===== src/rtl/mul_rs_scheduler.sv =====
// mul_rs_scheduler
// Reservation station and dispatch controller for the multiplier unit of
// the Tomasulo core. It buffers MUL instructions from issue, snoops the CDB
// for outstanding source tags, and hands the oldest fully-ready entry to the
// multiplier whenever the multiplier is free.
//
// Ports
//   clk, rst                       clock, synchronous active-high reset
//   issue_valid/issue_ready        issue handshake (ready = a slot is free)
//   issue_tag                      destination tag of the incoming MUL
//   issue_rdy3/val3/src3           operand3: ready flag, value, producer tag
//   issue_rdy4/val4/src4           operand4: ready flag, value, producer tag
//   cdb_valid/cdb_tag/cdb_data     common data bus broadcast
//   mul_done                       multiplier result broadcast pulse
//   mul_start                      one-cycle dispatch strobe
//   mul_tag/mul_op3/mul_op4        dispatched instruction, held until the next dispatch
//   mul_busy                       multiplier occupied (waiting for mul_done)
//   occupancy                      number of valid entries
module mul_rs_scheduler #(
  parameter int ENTRIES = 4,
  parameter int DATA_W  = 8,
  parameter int TAG_W   = 3,
  parameter int AGE_W   = 3
) (
  input  logic                      clk,
  input  logic                      rst,
  input  logic                      issue_valid,
  input  logic [TAG_W-1:0]          issue_tag,
  input  logic                      issue_rdy3,
  input  logic [DATA_W-1:0]         issue_val3,
  input  logic [TAG_W-1:0]          issue_src3,
  input  logic                      issue_rdy4,
  input  logic [DATA_W-1:0]         issue_val4,
  input  logic [TAG_W-1:0]          issue_src4,
  output logic                      issue_ready,
  input  logic                      cdb_valid,
  input  logic [TAG_W-1:0]          cdb_tag,
  input  logic [DATA_W-1:0]         cdb_data,
  input  logic                      mul_done,
  output logic                      mul_start,
  output logic [TAG_W-1:0]          mul_tag,
  output logic [DATA_W-1:0]         mul_op3,
  output logic [DATA_W-1:0]         mul_op4,
  output logic                      mul_busy,
  output logic [$clog2(ENTRIES):0]  occupancy
);

  localparam int IDX_W = $clog2(ENTRIES);
  localparam int CNT_W = IDX_W + 1;
  localparam logic [AGE_W-1:0] AGE_MAX = '1;

  typedef enum logic {S_IDLE, S_WAIT} state_t;

  state_t state;

  logic [ENTRIES-1:0] ent_vld;
  logic [ENTRIES-1:0] ent_rdy3;
  logic [ENTRIES-1:0] ent_rdy4;
  logic [TAG_W-1:0]   ent_dtag [ENTRIES];
  logic [DATA_W-1:0]  ent_val3 [ENTRIES];
  logic [DATA_W-1:0]  ent_val4 [ENTRIES];
  logic [TAG_W-1:0]   ent_src3 [ENTRIES];
  logic [TAG_W-1:0]   ent_src4 [ENTRIES];
  logic [AGE_W-1:0]   ent_age  [ENTRIES];

  logic [ENTRIES-1:0] ent_ready;
  logic [CNT_W-1:0]   occ_cnt;
  logic               free_found;
  logic [IDX_W-1:0]   free_idx;
  logic               sel_found;
  logic [IDX_W-1:0]   sel_idx;
  logic [AGE_W-1:0]   sel_age;
  logic               alloc;
  logic               dispatch;
  logic               byp3;
  logic               byp4;

  function automatic logic [AGE_W-1:0] age_inc(input logic [AGE_W-1:0] a);
    return (a == AGE_MAX) ? a : a + AGE_W'(1);
  endfunction

  // Readiness comes from registered bits only, so a wakeup or allocation
  // becomes eligible for dispatch one edge later.
  assign ent_ready = ent_vld & ent_rdy3 & ent_rdy4;

  always_comb begin
    occ_cnt    = '0;
    free_found = 1'b0;
    free_idx   = '0;
    sel_found  = 1'b0;
    sel_idx    = '0;
    sel_age    = '0;
    for (int i = 0; i < ENTRIES; i++) begin
      occ_cnt = occ_cnt + CNT_W'(ent_vld[i]);
      if (!ent_vld[i] && !free_found) begin
        free_found = 1'b1;
        free_idx   = IDX_W'(i);
      end
      // Strict '>' keeps the lowest index on equal ages.
      if (ent_ready[i] && (!sel_found || ent_age[i] > sel_age)) begin
        sel_found = 1'b1;
        sel_idx   = IDX_W'(i);
        sel_age   = ent_age[i];
      end
    end
  end

  assign occupancy   = occ_cnt;
  assign issue_ready = (occ_cnt < CNT_W'(ENTRIES));
  // The free slot is chosen from registered valid bits, so a slot being
  // vacated by this cycle's dispatch is never reused in the same cycle.
  assign alloc       = issue_valid & free_found;
  assign dispatch    = (state == S_IDLE) & sel_found;

  // Operands arriving on the same cycle their producer broadcasts.
  assign byp3 = cdb_valid & ~issue_rdy3 & (issue_src3 == cdb_tag);
  assign byp4 = cdb_valid & ~issue_rdy4 & (issue_src4 == cdb_tag);

  // Control: entry valid bits, dispatch FSM and the dispatch output registers.
  always_ff @(posedge clk) begin
    if (rst) begin
      state     <= S_IDLE;
      ent_vld   <= '0;
      mul_start <= 1'b0;
      mul_busy  <= 1'b0;
      mul_tag   <= '0;
      mul_op3   <= '0;
      mul_op4   <= '0;
    end else begin
      mul_start <= 1'b0;
      for (int i = 0; i < ENTRIES; i++) begin
        if (dispatch && sel_idx == IDX_W'(i)) begin
          ent_vld[i] <= 1'b0;
        end else if (alloc && free_idx == IDX_W'(i)) begin
          ent_vld[i] <= 1'b1;
        end
      end
      case (state)
        S_IDLE: begin
          if (sel_found) begin
            mul_start <= 1'b1;
            mul_tag   <= ent_dtag[sel_idx];
            mul_op3   <= ent_val3[sel_idx];
            mul_op4   <= ent_val4[sel_idx];
            mul_busy  <= 1'b1;
            state     <= S_WAIT;
          end
        end
        S_WAIT: begin
          if (mul_done) begin
            mul_busy <= 1'b0;
            state    <= S_IDLE;
          end
        end
        default: state <= S_IDLE;
      endcase
    end
  end

  // Entry payload: written on allocation, updated by CDB capture and aging.
  always_ff @(posedge clk) begin
    for (int i = 0; i < ENTRIES; i++) begin
      if (alloc && free_idx == IDX_W'(i)) begin
        ent_dtag[i] <= issue_tag;
        ent_rdy3[i] <= issue_rdy3 | byp3;
        ent_val3[i] <= issue_rdy3 ? issue_val3 : cdb_data;
        ent_src3[i] <= issue_src3;
        ent_rdy4[i] <= issue_rdy4 | byp4;
        ent_val4[i] <= issue_rdy4 ? issue_val4 : cdb_data;
        ent_src4[i] <= issue_src4;
        ent_age[i]  <= '0;
      end else if (ent_vld[i]) begin
        if (cdb_valid && !ent_rdy3[i] && ent_src3[i] == cdb_tag) begin
          ent_rdy3[i] <= 1'b1;
          ent_val3[i] <= cdb_data;
        end
        if (cdb_valid && !ent_rdy4[i] && ent_src4[i] == cdb_tag) begin
          ent_rdy4[i] <= 1'b1;
          ent_val4[i] <= cdb_data;
        end
        ent_age[i] <= age_inc(ent_age[i]);
      end
    end
  end

endmodule


===== config.mk =====
export PLATFORM = sky130hd
export DESIGN_NAME = mul_rs_scheduler
export DESIGN_NICKNAME = d
export VERILOG_FILES = /design/src/rtl/mul_rs_scheduler.sv
export SDC_FILE = /design/constraint.sdc
export NUM_CORES = 1
export LEC_CHECK = 0
export ABC_AREA = 1
export CAP_MARGIN = 20
export CORE_ASPECT_RATIO = 0.5
export CORE_MARGIN = 2
export CORE_UTILIZATION = 32
export DETAILED_ROUTE_END_ITERATION = 12
export MAX_ROUTING_LAYER = met4
export PLACE_DENSITY = 0.57
export REMOVE_ABC_BUFFERS = 1
export SYNTH_ARGS = -nofsm -noshare
export SYNTH_HDL_FRONTEND = slang
export SYNTH_SLANG_ARGS = --single-unit

===== constraint.sdc =====
create_clock -name clk -period 11.3 [get_ports clk]
set_input_delay 1.13 -clock clk [delete_from_list [all_inputs] [get_ports clk]]
set_output_delay 1.13 -clock clk [all_outputs]
set_load 0.02 [all_outputs]

; ---- Word-level counts from Yosys, hierarchy flattened
; Memory sizes are Yosys's and may differ from the RTL's. A register that Yosys moved wholly into a read port is not among the register bits.
; Cells that the tools add are included.
[word_totals]
mem_count = 6
ramBits = 112
reg_bits = 15
[op_classes]
n_eq_ne = 22
reduce_logical = 87
add_sub_neg = 7
mux = 144
magnitude_cmp = 4
n_bitwise = 25
[memory_table]
columns = memory, depth, word_bits, read_ports, rd_ports_with_merged_regs, write_ports, line_no
row1 = ent_val3, 4, 8, 1, 1, 4, 60  ; logic [DATA_W-1:0] ent_val3 [ENTRIES];
row2 = ent_val4, 4, 8, 1, 1, 4, 61  ; logic [DATA_W-1:0] ent_val4 [ENTRIES];
row3 = ent_age, 4, 3, 4, 0, 4, 64  ; logic [AGE_W-1:0] ent_age [ENTRIES];
row4 = ent_dtag, 4, 3, 1, 1, 1, 59  ; logic [TAG_W-1:0] ent_dtag [ENTRIES];
row5 = ent_src3, 4, 3, 4, 0, 1, 62  ; logic [TAG_W-1:0] ent_src3 [ENTRIES];
row6 = ent_src4, 4, 3, 4, 0, 1, 63  ; logic [TAG_W-1:0] ent_src4 [ENTRIES];
[ops]
columns = op, n
row1 = 2-to-1 mux 1 bit, 99
row2 = 2-to-1 mux 8 bit, 10
row3 = 2-to-1 mux 3 bit, 20
row4 = equality test 3 bit, 10
row5 = logical AND 1 bit, 30
row6 = OR reduction 3 bit, 9
row7 = 2-to-1 mux 2 bit, 13
row8 = nonzero test 2 bit, 12
row9 = AND reduction 2 bit, 10
row10 = zero test 1 bit, 16
row11 = OR 1 bit, 14
row12 = "adder 3 x 1 -> 3 bit, second input constant", 4
row13 = "equality test 3 bit, second input constant", 4
row14 = OR reduction 2 bit, 5
row15 = greater-than comparator 3 bit, 3
row16 = bitwise AND 4 bit, 2
row17 = "equality test 2 bit, second input constant", 4
row18 = bitwise AND 1 bit, 6
row19 = "equality test 2 x 1 -> 1 bit, second input constant", 2
row20 = zero test 2 bit, 2
row21 = "!= test 2 bit, second input constant", 2
row22 = case mux 1 bit (2 select lines), 2
row23 = adder 2 x 1 -> 3 bit, 1
row24 = adder 3 x 1 -> 3 bit, 1
row25 = other kinds (4), 8

; ---- Depth between registers and ports, before layout
[depth]
ltp_word = 18
ltp_mapped = 35
depth_no_buf = 34

; ---- Least setup slack after synthesis
; No wires, ideal clock.
[synth_timing]
kind = register to register
from = reg ent_vld[0]
to = reg mul_op3[4], read port of ent_val3
period_less_slack_ns = 3.895
stages_incl_launch_ff = 33
arrival_time_ns = 3.776
setup_slack_ns = 7.405
cell_sequence = dfxtp_1 > nand3_1 > inv_1 > nand2_1 > ha_1 > a21oi_1 > nand2_1 > nand2_1 > nand2_1 > nand2_2 > buf_4 > nand2_1 > o21ai_0 > ha_1 > a21oi_1 > nand2_1 > nand2_1 > nand2_1 > nand2_2 > o21ai_0 > ha_1 > a21oi_1 > nand2_1 > nand2_1 > nand2_4 > buf_6 > buf_6 > nand3_1 > nand2_1 > inv_1 > nand2_1 > nor2_1 > a21oi_1
[synth_via]
elab_chain_cells = 16
elab_cells_between_ends = 25
cone_classes = 3 x order compare / 10 x mux / 2 x bitwise / 10 x reduce/logical
[synth_rtl]
columns = element, line_no
row1 = start: declaration, 56  ; logic [ENTRIES-1:0] ent_vld;
row2 = start signal: assignment, 123  ; ent_vld <= '0;
row3 = start signal: indexed assignment, 133  ; ent_vld[i] <= 1'b0;
row4 = start signal: indexed assignment, 135  ; ent_vld[i] <= 1'b1;
row5 = bitwise AND 4 bit (*) (2 in series), 84  ; assign ent_ready = ent_vld & ent_rdy3 & ent_rdy4;
row6 = 2-to-1 mux 3 bit or 2-to-1 mux 1 bit (tied branches), 100  ; if (ent_ready[i] && (!sel_found || ent_age[i] > sel_age)) begin
row7 = greater-than comparator 3 bit or zero test 1 bit (tied branches), 100
row8 = logical OR 1 bit, 100
row9 = logical AND 1 bit, 100
row10 = 2-to-1 mux 3 bit or 2-to-1 mux 1 bit (tied branches), 100
row11 = greater-than comparator 3 bit or zero test 1 bit (tied branches), 100
row12 = logical OR 1 bit, 100
row13 = logical AND 1 bit, 100
row14 = 2-to-1 mux 3 bit or 2-to-1 mux 1 bit (tied branches), 100
row15 = greater-than comparator 3 bit or zero test 1 bit (tied branches), 100
row16 = logical OR 1 bit, 100
row17 = logical AND 1 bit, 100
row18 = 2-to-1 mux 1 bit, 100
row19 = AND reduction 2 bit (no source line), --
row20 = end: declaration, 42  ; output logic [DATA_W-1:0] mul_op3,
; Every way passes the cells marked *; elsewhere a longest branch is shown, timed or not.
; A chain may end at the register's enable or synchronous reset.

; ---- Worst setup path after layout
[layout_timing]
from = reg ent_vld[0]
to = reg mul_op3[7], read port of ent_val3
; Same word-level chain as after synthesis.

==> impl_metrics.env <==
export IMPL_vias=5675
export IMPL_synth_edff_count=120
export IMPL_drc_errors=0
export IMPL_track_usage_pct=17.4
export IMPL_finClkSkew_ns=0.00631
export IMPL_cts_repair_resized=0
export IMPL_post_route_cells_drive_above_1_share_pct=7.38
export IMPL_drv_slew=0
export IMPL_clk_path_buf_depth=2
export IMPL_tightest_slew_ns=1.06
export IMPL_yosysTopAreaCellShare_pct=48.1
export IMPL_critPathMaxStageDelay_ns=0.47
export IMPL_ir_drop_uv=63.7
export IMPL_grt_start_max_net_pins=43
export IMPL_fin_crit_ns=5.13
export IMPL_required_ns=11.67
export IMPL_grt_overflow=0
export IMPL_min_path_type="flop to flop"
export IMPL_io_buffers=67
export IMPL_numCtsBuffers=17
export IMPL_crit_buf_inv=2
export IMPL_arrival_ns=5.50
export IMPL_setup_violations=0
export IMPL_synth_seq_area_share_pct=55.0
export IMPL_drtIter0Drc=637
export IMPL_avgViaCountPerCell=4.83
export IMPL_start_kind="flop"
export IMPL_pwr_share_clk_pct=44.7
export IMPL_n_antenna_cell=0
export IMPL_path_clk_slew_ns=0.06
export IMPL_critPathTopFamily="simple AND/OR/NAND/NOR gates"
export IMPL_p_per_area_nw_per_um2=159
export IMPL_internal_power_w=0.00110
export IMPL_synthFlopType="edfxtp_1"
export IMPL_rows=39
export IMPL_post_drt_wl_per_cell_um=16.9
export IMPL_route_final_wire_length_um=19900
export IMPL_period_share_pct=45.4
export IMPL_ant_nets=0
export IMPL_die_h_um=112
export IMPL_start_util_pct=32.7
export IMPL_yosysTopAreaCell="edfxtp_1"
export IMPL_fmax_ghz=0.195
export IMPL_clock_sinks=146
export IMPL_wl_met2_um=8500
export IMPL_setup_tns_ns=0
export IMPL_cp_max_fo=23
export IMPL_swShare_pct=23.3
export IMPL_crit_type="flop to flop"
export IMPL_synthSimpleGateAreaFrac_pct=21.7
export IMPL_synth_top_family_by_area="simple AND/OR/NAND/NOR gates"
export IMPL_synthAdderAreaFrac_pct=3.77
export IMPL_critPathCaptureType="flop"
export IMPL_ys_ff_latch=146
export IMPL_power_frac_comb_pct=11.6
export IMPL_cts_tree="yes"
export IMPL_place_congestion=0.830
export IMPL_htreeDepth=4
export IMPL_wl_met3_um=1380
export IMPL_rsz0062_at_grt="false"
export IMPL_nets=919
export IMPL_post_cts_buffers=0
export IMPL_ctsHoldBuffers=0
export IMPL_slew_headroom_pct=29.5
export IMPL_area_delta_synth_final_pct=20.3
export IMPL_ys_warn_count=0
export IMPL_synth_area_mux_share_pct=0
export IMPL_p_seq_share_pct=43.7
export IMPL_cts_root_buf="clkbuf_16"
export IMPL_met1_length_um=9630
export IMPL_dieArea_um2=24700
export IMPL_die_x_um=220
export IMPL_antenna_found_initial=0
export IMPL_final_core_util_pct=39.4
export IMPL_finalHoldViolations=0
export IMPL_core_area_um2=22900
export IMPL_cpMaxStageDelayCell="nor2_4"
export IMPL_firstDrtPassIters=5
export IMPL_status="complete, no violations"
export IMPL_synth_distinct_cells=35
export IMPL_io_pins=68
export IMPL_leakagePower_nw=3.66
export IMPL_syn_inst=796
export IMPL_clkLatencyLatePin_ns=0.42
export IMPL_syn_area_um2=7490
export IMPL_maxUsedRoutingLayer="met4"
export IMPL_first_global_vias=5405
export IMPL_grt_pass1_wl_um=31000
export IMPL_syn_area_per_cell_um2=9.41
export IMPL_dp_hpwl_um=13900
export IMPL_async_flop_share_pct=0
export IMPL_synth_xor_area_share_pct=3.39
export IMPL_synthTopCellsByArea="edfxtp_1, nand2_1, dfxtp_1"
export IMPL_synth_compound_area_share_pct=8.60
export IMPL_cpMostUsedCell="nand2_1"
export IMPL_power_switching_w=0.000333
export IMPL_drv_cap=0
## power by group through the flow
stage               combinational (W)  clock [W]  sequential (W)
floorplan                   0.0000861          0        0.000643
global placement             0.000163          0        0.000638
detailed placement           0.000166          0        0.000638
CTS                          0.000167   0.000647        0.000627
global route                 0.000186   0.000673        0.000629
finish                       0.000166   0.000640        0.000627
## cell usage in the layout, fill, tap and decap left out, drive strengths merged, types with 2 or more instances in the layout
cell and instances:
nand2 205, xnor2 12, o21ai 103, inv 78
clkdlybuf4s50 67, xor2 17, buf 3, ha 21
bufinv 6, a21oi 17, nor2 61, dfxtp 26
nand4 4, clkbuf 21, edfxtp 120, nand3 70
clkinv 17, nor4 5, a31oi 2, nor3 5
a211oi 2
## Yosys cell counts, types with 17 or more instances
library cell and n:
a21oi_1 17, dfxtp_1 26, edfxtp_1 120, ha_1 21, inv_1 75, nand2_1 200
nand3_1 58, nor2_1 58, o21ai_0 55, o21ai_1 48, xor2_1 17
## worst paths after layout
path / startpoint / end / slack (ns) / cells past startpoint
max: ent_vld[0] / mul_op3[7] / 6.17 / 30
min reg2reg: mul_busy / mul_busy / 0.50 / 2
min: mul_busy / mul_busy / 0.50 / 2
max reg2reg: ent_vld[0] / mul_op3[7] / 6.17 / 30
## logic make-up (layout without fill, tap and decap cells)
group                      after synthesis  in the layout
DFF                                    146            146
AOI/OAI and AO/OA                      126            126
xor gates and xnor gates                29             29
adders and majority gates               22             22
buffers and inverters                  121            192
and+or+nand+nor                        352            352
## area by class of cell
class	count	area, um^2
Fill cell	2195	13900
Sequential cell	146	4120
Multi-Input combinational cell	529	2800
Timing Repair Buffer	70	693
Clock buffer	21	460
Tap cell	307	384
Inverter	90	338
Clock inverter	11	206
## layer usage
metal | vias to the layer above | track usage (%)
li1 | 2784 | -
met4 | 0 | 6.13
met3 | 26 | 3.41
met2 | 180 | 24.5
met1 | 2685 | 24.7
met5 | - | -
## state kept, by name, summed over array words and instances (netlist names), 8 cells and up
signal / flops
ent_age: 12
ent_dtag: 12
ent_src3: 12
ent_src4: 12
ent_val3: 32
ent_val4: 32
mul_op3: 8
mul_op4: 8
## tightest hold or removal path, cell delays in order (launching register included)
cell and delay [ns]:
dfxtp_1 0.31, nor2_1 0.10, a211oi_1 0.05
## metrics by stage
step | area, um^2 | power (W) | worst slack, ns | instances | hold WS, ns
2_1_floorplan | 7270 | 0.000729 | 7.22 | 765 | 0.493
3_3_place_gp | 8340 | 0.000801 | 6.44 | 1142 | 0.486
3_5_place_dp | 8340 | 0.000804 | 6.21 | 1142 | 0.494
4_1_cts | 9010 | 0.00144 | 6.19 | 1174 | 0.503
5_1_grt | 9010 | 0.00149 | 5.73 | 1174 | 0.538
6_report | 9010 | 0.00143 | 6.17 | 1174 | 0.498
Note: power is estimated with default switching activity, not from simulation.
